<file path="src/rtl/pipe_result_fifo_pkg.sv">
// Shared MCycle definitions: default result width, pointer/count width helpers
// and the up/down operation encoding used by the occupancy and credit counters.
package mcycle_pkg;

  localparam int unsigned MCYCLE_DATA_WIDTH = 32;

  function automatic int unsigned ptr_width(input int unsigned depth);
    return (depth > 1) ? $clog2(depth) : 1;
  endfunction

  function automatic int unsigned count_width(input int unsigned depth);
    return $clog2(depth + 1);
  endfunction

  typedef enum logic [1:0] {
    CNT_HOLD = 2'd0,
    CNT_INC  = 2'd1,
    CNT_DEC  = 2'd2
  } cnt_op_e;

endpackage

</file>
<file path="src/rtl/pipe_result_fifo_credit_counter.sv">
// Credit counter for pipeline launches: starts full, spent on issue, returned on pop.
// PIPE_RESULT_FIFO_OVF_CHECK_EN adds a simulation check that credits never exceed MAX.
module credit_counter
  import mcycle_pkg::*;
#(
  parameter int unsigned MAX = 8
) (
  input  logic clk,
  input  logic rst,
  input  logic take,
  input  logic give,
  output logic ready
);

  localparam int unsigned CW = count_width(MAX);

  logic [CW-1:0] credits;
  cnt_op_e       op;

  always_comb begin
    op = CNT_HOLD;
    if (take && !give) begin
      op = CNT_DEC;
    end else if (give && !take) begin
      op = CNT_INC;
    end
  end

  always_ff @(posedge clk) begin
    if (rst) begin
      credits <= CW'(MAX);
    end else begin
      case (op)
        CNT_INC: credits <= credits + CW'(1);
        CNT_DEC: credits <= credits - CW'(1);
        default: credits <= credits;
      endcase
    end
  end

  assign ready = (credits != '0);

`ifdef PIPE_RESULT_FIFO_OVF_CHECK_EN
  a_credit_bound: assert property (@(posedge clk) disable iff (rst) credits <= CW'(MAX))
    else $error("credit_counter: credits above MAX");
`endif

endmodule

</file>
<file path="src/rtl/pipe_result_fifo.sv">
// First-word-fall-through result FIFO with launch credits for the MCycle pipeline.
// PIPE_RESULT_FIFO_OVF_CHECK_EN enables the sticky ovf_err flag and overflow assertions.
module pipe_result_fifo
  import mcycle_pkg::*;
#(
  parameter int unsigned DATA_WIDTH = MCYCLE_DATA_WIDTH,
  parameter int unsigned PIPE_DEPTH = 4,
  parameter int unsigned FIFO_DEPTH = 8
) (
  input  logic                               clk,
  input  logic                               rst,
  input  logic                               issue_valid,
  output logic                               issue_ready,
  input  logic                               pipe_valid,
  input  logic [DATA_WIDTH-1:0]              pipe_data,
  output logic                               out_valid,
  output logic [DATA_WIDTH-1:0]              out_data,
  input  logic                               out_ready,
  output logic [$clog2(FIFO_DEPTH+1)-1:0]    count,
  output logic                               ovf_err
);

  localparam int unsigned PW = ptr_width(FIFO_DEPTH);
  localparam int unsigned CW = count_width(FIFO_DEPTH);

  if (FIFO_DEPTH < 2 || (FIFO_DEPTH & (FIFO_DEPTH - 1)) != 0 || PIPE_DEPTH < 1) begin : g_param_check
    $error("pipe_result_fifo: FIFO_DEPTH must be a power of two >= 2 and PIPE_DEPTH >= 1");
  end

  logic [DATA_WIDTH-1:0] mem [FIFO_DEPTH];
  logic [PW-1:0]         wr_ptr;
  logic [PW-1:0]         rd_ptr;
  logic                  push;
  logic                  pop;
  logic                  full;
  logic                  wr_en;
  logic                  issue_fire;
  cnt_op_e               occ_op;

  assign push       = pipe_valid;
  assign pop        = out_valid & out_ready;
  assign full       = (count == CW'(FIFO_DEPTH));
  // A push into a full FIFO is only accepted when the head leaves in the same cycle.
  assign wr_en      = push & (~full | pop);
  assign issue_fire = issue_valid & issue_ready;

  assign out_valid  = (count != '0);
  assign out_data   = mem[rd_ptr];

  credit_counter #(
    .MAX (FIFO_DEPTH)
  ) u_credit_counter (
    .clk   (clk),
    .rst   (rst),
    .take  (issue_fire),
    .give  (pop),
    .ready (issue_ready)
  );

  always_comb begin
    occ_op = CNT_HOLD;
    if (wr_en && !pop) begin
      occ_op = CNT_INC;
    end else if (pop && !wr_en) begin
      occ_op = CNT_DEC;
    end
  end

  always_ff @(posedge clk) begin
    if (rst) begin
      wr_ptr <= '0;
      rd_ptr <= '0;
      count  <= '0;
    end else begin
      if (wr_en) begin
        wr_ptr <= wr_ptr + PW'(1);
      end
      if (pop) begin
        rd_ptr <= rd_ptr + PW'(1);
      end
      case (occ_op)
        CNT_INC: count <= count + CW'(1);
        CNT_DEC: count <= count - CW'(1);
        default: count <= count;
      endcase
    end
  end

  always_ff @(posedge clk) begin
    if (!rst && wr_en) begin
      mem[wr_ptr] <= pipe_data;
    end
  end

`ifdef PIPE_RESULT_FIFO_OVF_CHECK_EN
  always_ff @(posedge clk) begin
    if (rst) begin
      ovf_err <= 1'b0;
    end else if (push && full && !pop) begin
      ovf_err <= 1'b1;
    end
  end

  a_no_overflow: assert property (@(posedge clk) disable iff (rst) !(push && full && !pop))
    else $error("pipe_result_fifo: push into full FIFO");
`else
  assign ovf_err = 1'b0;
`endif

endmodule

</file>
<file path="config.mk">
export PLATFORM = sky130hd
export DESIGN_NAME = pipe_result_fifo
export DESIGN_NICKNAME = d
export VERILOG_FILES = /design/src/rtl/pipe_result_fifo_pkg.sv /design/src/rtl/pipe_result_fifo_credit_counter.sv /design/src/rtl/pipe_result_fifo.sv
export SDC_FILE = /design/constraint.sdc
export NUM_CORES = 1
export LEC_CHECK = 0
export ABC_AREA = 1
export BUFFER_PORTS_ARGS = -buffer_cell sky130_fd_sc_hd__buf_2
export CAP_MARGIN = 10
export CELL_PAD_IN_SITES_DETAIL_PLACEMENT = 1
export CELL_PAD_IN_SITES_GLOBAL_PLACEMENT = 1
export CORE_MARGIN = 2
export CORE_UTILIZATION = 50
export DETAILED_ROUTE_END_ITERATION = 12
export MAX_ROUTING_LAYER = met4
export PLACE_DENSITY = 0.77
export SYNTH_ARGS = -nofsm -noshare
export SYNTH_HDL_FRONTEND = slang
export SYNTH_SLANG_ARGS = --single-unit
</file>
<file path="constraint.sdc">
create_clock -name clk -period 4.1 [get_ports clk]
set_input_delay 0.41 -clock clk [delete_from_list [all_inputs] [get_ports clk]]
set_output_delay 0.41 -clock clk [all_outputs]
set_load 0.01 [all_outputs]
</file>
==> qor.yml, run 1 <==
run_status:
  status: "completed"
die:
  core_mm2: 0.0212
  io_pins: 76
  initial_utilization_pct: 51.2
  die_h_um: 151
  core.rowCount: 53
  die-area_mm2: 0.0228
  die_w_um: 151
clocking:
  cts_hold_buf: 0
  cts_made_buffers: 28
  clock_path_buffers: 3
  clk_pin_slew_ns: 0.06
  numClockSinks: 273
  h-tree-depth: 1
  cts_tree: "yes"
  clock_latency_ns: 0.53
  cts-root-buf: "clkbuf_16"
  cts_resized: 0
  cts_setup_buffers: 0
drt:
  drt-pass1-iter-count: 5
  drtAntennaViolNets: 0
  drt_iter0_drc: 484
  via_count: 6632
  viasPerCell: 5.71
  wl_per_cell_um: 22.2
  drt_wl_total_mm: 25.8
  post-route-drc-count: 0
global_routing:
  grt_pass1_vias: 7246
  gr-total-overflow: 0
  grt_max_degree: 129
  grt_pass1_wl_mm: 39.9
  grt_usage_pct: 23.8
  antenna_found_initial: 1
synth:
  postSynthAreaPerCell_um2: 13.8
  yosysSeqAreaShare_pct: 74.1
  ys_seq_elements: 273
  synth_edf_count: 256
  ys_top_cells_by_area: "edfxtp_1, mux2i_1, nand2_1"
  syn_inst: 784
  yosysTopAreaCellShare_pct: 71.0
  yosys.cell_types.count: 30
  yosysWarningCount: 0
  synthFlopType: "edfxtp_1"
  synthesis.area_mm2: 0.0108
  syn-num-nets: 829
  async_reset_ff_share_pct: 0
  yosys.area.top_type: "edfxtp_1"
finish:
  layout_commonest_cell: "edfxtp_1"
  areaGrowthSynthToFinish_pct: 14.8
  layout_common_cells: "edfxtp_1, nand2_1, nor2_1"
  drive_gt1_share_pct: 16.2
  fin_nets: 908
  post-route-cell-area_mm2: 0.0124
min_path:
  hp-start: "rst"
  hold_path.class: "in2reg"
setup_path:
  worstPathArrival_ns: 2.57
  startpoint_type: "flop"
  endpoint_kind: "output pin"
  reg2regPathDepth: 7
  cp_max_fo: 33
  crit_required_ns: 3.69
  cpPeakStageDelay_ns: 0.50
  critPathKind: "reg2out"
  worstReg2RegStart: "count[2]"
  cpMostUsedCell: "nand2_1"
  r2r-end: "mem[5][7]"
  crit_path_end: "out_data[1]"
  path_cells: "inv_2, buf_4, nor2_1, o22ai_1, nand2_1, nand2_1, buf_2"
  rrSetupSlack_ns: 1.55
  critPathSlowestCell: "inv_2"
sta:
  timing.final.crit_share_pct: 72.7
  fmax_ghz: 0.335
  slew-limit-headroom_pct: 31.9
  rsz0062_at_grt: "no"
  skew_ns: 0.0150
  worst_slew_pin_slew_ns: 1.02
  finalCriticalPeriod_ns: 2.98
  finalMaxSlewViolations: 0
  setup_viol: 0
  hold_viol: 0
  fin_setup_tns_ns: 0
  setup_slack_ns: 1.12
place:
  pre_cts_ws_ns: 1.50
  port_buffers: 74
  place_area_mm2: 0.0115
  dpl.hpwl_mm: 15.1
  gp_congestion: 0.826
pwr:
  p_sw_share_pct: 29.4
  vdd_drop_max_mv: 0.368
  powerDensity_mw_per_mm2: 590
  switchingPower_mw: 2.15
  p_leak_nw: 4.37
  clkPwrFrac_pct: 33.5
  p_seq_share_pct: 45.0
  p_int_mw: 5.18
  p_comb_share_pct: 21.5
flow_run:
  cap_violations: 0
## through the flow
step	hold WS [ns]	total power [mW]	util, %	cells
after floorplan	0.433	4.41	-	784
final	0.122	7.34	58.8	1161
after CTS	0.113	7.40	58.8	1160
after global routing	0.143	7.67	58.8	1161
after detailed placement	0.479	4.94	54.5	1108
after global placement	0.446	4.82	54.5	1108
## cells in the mapped netlist (all sizes together) (2+ instances only)
| cell | number |
|---|---|
| a21oi | 12 |
| buf | 23 |
| clkbuf | 20 |
| dfxtp | 17 |
| edfxtp | 256 |
| ha | 7 |
| inv | 22 |
| mux2i | 64 |
| nand2 | 118 |
| nand3 | 9 |
| nor2 | 81 |
| nor3 | 4 |
| o21ai | 75 |
| o22ai | 64 |
| xnor2 | 3 |
| xor2 | 2 |
## critical path, delay by kind of cell, from the launching register on
kind            cells  cell delay [ns]
flops               1             0.35
buf+inv             3             1.14
simple gates        3             0.31
compound gates      1             0.22
## cells by family after synthesis
group           synth area share (%)
flops                           74.1
simple gates                    7.69
compound gates                  7.86
buf+inv                         2.96
mux                             5.92
fa+ha+maj                      0.994
xor+xnor                       0.405
other cells                   0.0346
## sequential cells by signal, indices dropped and copies added (netlist names), named ones only
name	count
count	4
mem	256
rd_ptr	3
u_credit_counter.credits	4
wr_ptr	3
## how the worst min path moves through the flow
| stage | end | slack, ns | cells after the start |
|---|---|---|---|
| final | u_credit_counter.credits[3] | 0.12 | 3 |
| after global routing | u_credit_counter.credits[3] | 0.14 | 3 |
| after CTS | u_credit_counter.credits[3] | 0.11 | 3 |
| after detailed placement | rd_ptr[0] | 0.48 | 1 |
| after global placement | rd_ptr[2] | 0.45 | 2 |
| after floorplan | flop | 0.43 | 2 |
## final cells by class
cell class	instances	area, um2
antenna	1	2.50
clock buffer	37	776
clock inverter	15	121
fill	2051	8720
inverter	22	82.6
multi-input combinational	446	2530
sequential	273	8040
tap	275	344
timing repair buffer	92	543
## per-layer routing
metal  vias up  GRT usage (%)  part of all wire [%]
met2       186           41.2                    52
met1      3333           29.3                    41
met4         0           8.46                   2.6
met5         -              -                     0
met3        63           2.71                   4.2
li1       3050              -                     -
## power groups by stage
stage	sequential, mW	combinational (mW)	clock, mW
final	3.30	1.58	2.46
after global routing	3.32	1.76	2.60
after CTS	3.30	1.60	2.50
after detailed placement	3.36	1.58	0
after global placement	3.34	1.48	0
after floorplan	3.27	1.14	0
Power figures use the tool's default switching activity.
==> run 2: changes to the inputs <==
ABC_AREA = 0   (was 1)
CORE_UTILIZATION = 52   (was 50)
PLACE_DENSITY = 0.76   (was 0.77)
clock period = 3 ns   (was 4.1 ns; I/O delays follow)
==> run 2 against run 1 <==
  * Sequential power increased by 39%
  * Count of clock-buffer cells in the layout fell by 10
  * Sequential share of layout area grew 0.97 points
  * Non-clock buffer count down 3
  * Combinational power grew 35%
  * Power up 36%
  * Synthesized cell count shrank 39%
  * Highest routed layer unchanged
==> qor.yml, run 2 <==
synth:
  async_reset_ff_share_pct: 0  # unchanged
  ys_seq_elements: 273  # unchanged
  postSynthAreaPerCell_um2: 22.0  # +59%
  syn_inst: 480  # -39%
  synth.most_common_cell: "edfxtp_1"
  synthXorXnorAreaFrac_pct: 0.829  # +0.42 points
  synthFlopType: "edfxtp_1"
  ys_top_cells_by_area: "edfxtp_1, mux4_2, mux2_2"
  synth_top_family_by_area: "multiplexers"
  yosysWarningCount: 0  # unchanged
  yosys.cell_types.count: 39  # +30%
  yosys.area_share.simple_pct: 2.11  # -5.6 points
  synthMuxAreaShare_pct: 17.6  # +12 points
  syn-num-nets: 525  # -37%
  synthesis.area_mm2: 0.0106  # -2.4%
  synthTopCellsByCount: "edfxtp_1, mux4_2, mux2_2"
  yosysSeqAreaShare_pct: 76.0  # +1.8 points
  yosys.area_share.adder_pct: 1.02  # +0.025 points
  synth_compound_area_share_pct: 1.23  # -6.6 points
  yosysTopAreaCellShare_pct: 72.8  # +1.8 points
  synth_edf_count: 256  # unchanged
  yosys.area.top_type: "edfxtp_1"
setup_path:
  critPathTopFamily: "multiplexers"
  critPathKind: "reg2out"
  rrSetupSlack_ns: 0.47  # -1.08 ns
  endpoint_kind: "output pin"
  path_cells: "buf_4, mux4_2, mux2_2, buf_2"
  critPathSlowestCell: "dfxtp_4"
  path_buf_inv: 2  # -1
  crit_required_ns: 2.70  # -0.99 ns
  worstPathArrival_ns: 2.49  # -0.08 ns
  startpoint_type: "flop"
  cp_max_fo: 21  # -36%
  cpPeakStageDelay_ns: 0.66  # +0.16 ns
clocking:
  cts-root-buf: "clkbuf_16"
  cts_made_buffers: 27  # -3.6%
  cts_setup_buffers: 0  # unchanged
  cts_resized: 0  # unchanged
  numClockSinks: 273  # unchanged
  clock_path_buffers: 3  # unchanged
  cts_hold_buf: 0  # unchanged
  cts_tree: "yes"
  clock_latency_ns: 0.54  # about the same
  h-tree-depth: 1  # unchanged
  clk_pin_slew_ns: 0.06  # about the same
sta:
  timing.final.crit_share_pct: 93.1
  finalCriticalPeriod_ns: 2.79
  fmax_ghz: 0.358
  slew-limit-headroom_pct: 60.2  # +28 points
  skew_ns: 0.0145  # -0.000488 ns
  fin_setup_tns_ns: 0  # unchanged
  finalMaxSlewViolations: 0  # unchanged
  worst_slew_pin_slew_ns: 0.597  # -0.423 ns
  rsz0062_at_grt: "no"
  hold-worst-slack_ns: 0.0266  # -0.0953 ns
  setup_viol: 0  # unchanged
  setup_slack_ns: 0.207  # -0.912 ns
  hold_viol: 0  # unchanged
global_routing:
  antenna_found_initial: 2  # +1
  grt_usage_pct: 21.6  # -2.2 points
  grt_pass1_wl_mm: 33.8  # -15%
  gr-total-overflow: 0  # unchanged
  grt_max_degree: 37  # -71%
  grt_pass1_vias: 5637  # -22%
place:
  placed_cells: 817  # -26%
  dpl.hpwl_mm: 12.4  # -18%
  place_area_mm2: 0.0114  # -1.2%
  pre_cts_ws_ns: 0.457  # -1.04 ns
  port_buffers: 74  # unchanged
  gp_congestion: 0.734  # -11%
drt:
  drt_wl_total_mm: 21.5  # -17%
  drt-pass1-iter-count: 4  # -1
  via_count: 4971  # -25%
  post-route-drc-count: 0  # unchanged
  drt_iter0_drc: 281  # -42%
  drtAntennaViolNets: 0  # unchanged
  viasPerCell: 5.72  # +0.14%
  wl_per_cell_um: 24.8  # +11%
finish:
  layout_commonest_cell: "edfxtp_1"
  drive_gt1_share_pct: 40.0  # +24 points
  instances_no_fill: 869  # -25%
  fin_nets: 621  # -32%
  reg.largest.list: "mem: 256 flops, count: 4 flops, u_credit_counter.credits: 4 flops"
  post-route-cell-area_mm2: 0.0123  # -1.5%
  fillerInstances: 1691  # -18%
  layout_common_cells: "edfxtp_1, buf_2, mux4_2"
  largest_reg_flops: 256  # unchanged
  areaGrowthSynthToFinish_pct: 16.0
  top_register: "mem"
  final_util_pct: 60.9  # +2.2 points
pwr:
  vdd_drop_max_mv: 0.478  # +30%
  power_mw: 9.95  # +36%
  p_leak_nw: 4.01  # -8.4%
  powerDensity_mw_per_mm2: 812  # +38%
run_status:
  status: "completed"
die:
  die_w_um: 147  # -3.0%
  die-area_mm2: 0.0215  # -6.0%
  core_mm2: 0.0201  # -5.0%
  io_pins: 76  # unchanged
  die_h_um: 147  # -3.0%
  initial_utilization_pct: 52.6  # +1.4 points
  core.rowCount: 52  # -1.9%
flow_run:
  cap_violations: 0  # unchanged
min_path:
  hold_path.class: "in2reg"
[run 2: cell count changes after synthesis, sizes merged, moves of 59 or more]
cell   delta
nand2   -113
o21ai    -71
mux4     +64
o22ai    -64
nor2     -62
mux2i    -59
[run 2: cell families (layout without fill, tap and decap cells)]
family,after synthesis,in the layout
muxes,102,102
DFF,273,273
buffers and inverters,25,142
and+or+nand+nor,44,44
AOI/OAI and AO/OA,17,17
other,1,3
xor gates and xnor gates,10,10
adders and majority gates,8,8
[run 2: metal layers]
layer | share of wire [%] | vias up | track usage (%)
met3 | 4.7 | 31 | 3.41
met1 | 41 | 2634 | 28.1
met2 | 52 | 125 | 36.1
li1 | - | 2181 | -
met5 | 0 | - | -
met4 | 1.9 | 0 | 6.02
[run 2: area by class of cell]
cell class	count	area, um2	area share, %
Clock inverter	23	174	1.42
Inverter	3	11.3	0.0919
Sequential cell	273	8040	65.6
Clock buffer	27	676	5.52
Timing Repair Buffer	89	546	4.45
Tap cell	270	338	2.76
Antenna cell	2	5.00	0.0409
Multi-Input combinational cell	182	2460	20.1
[run 2: path summary, 6_finish.rpt]
check,cells after the start,from,endpoint
worst max-delay path,4,flop,out_data[2]
worst min-delay path,1,pipe_data[29],mem[5][29]
worst max register to register,9,u_credit_counter.credits[1],u_credit_counter.credits[2]
worst min register to register,2,u_credit_counter.credits[3],u_credit_counter.credits[3]
[run 2: power breakdown]
part / internal (mW) / switching, mW / leakage [nW]
logic: 1.17 / 0.970 / 1.13
clock network: 1.83 / 1.40 / 0.419
registers: 4.32 / 0.251 / 2.45
total: 7.32 / 2.62 / 4.01
[run 2: worst reg2reg max path, cell delays in order, from the launching register on]
cell and delay (ns):
dfxtp_1 0.37, or4_1 0.55, and2_1 0.20, ha_1 0.28, xor2_1 0.17, ha_1 0.19, a21oi_1 0.15, xor2_1 0.10
or3_1 0.32, a21oi_1 0.14
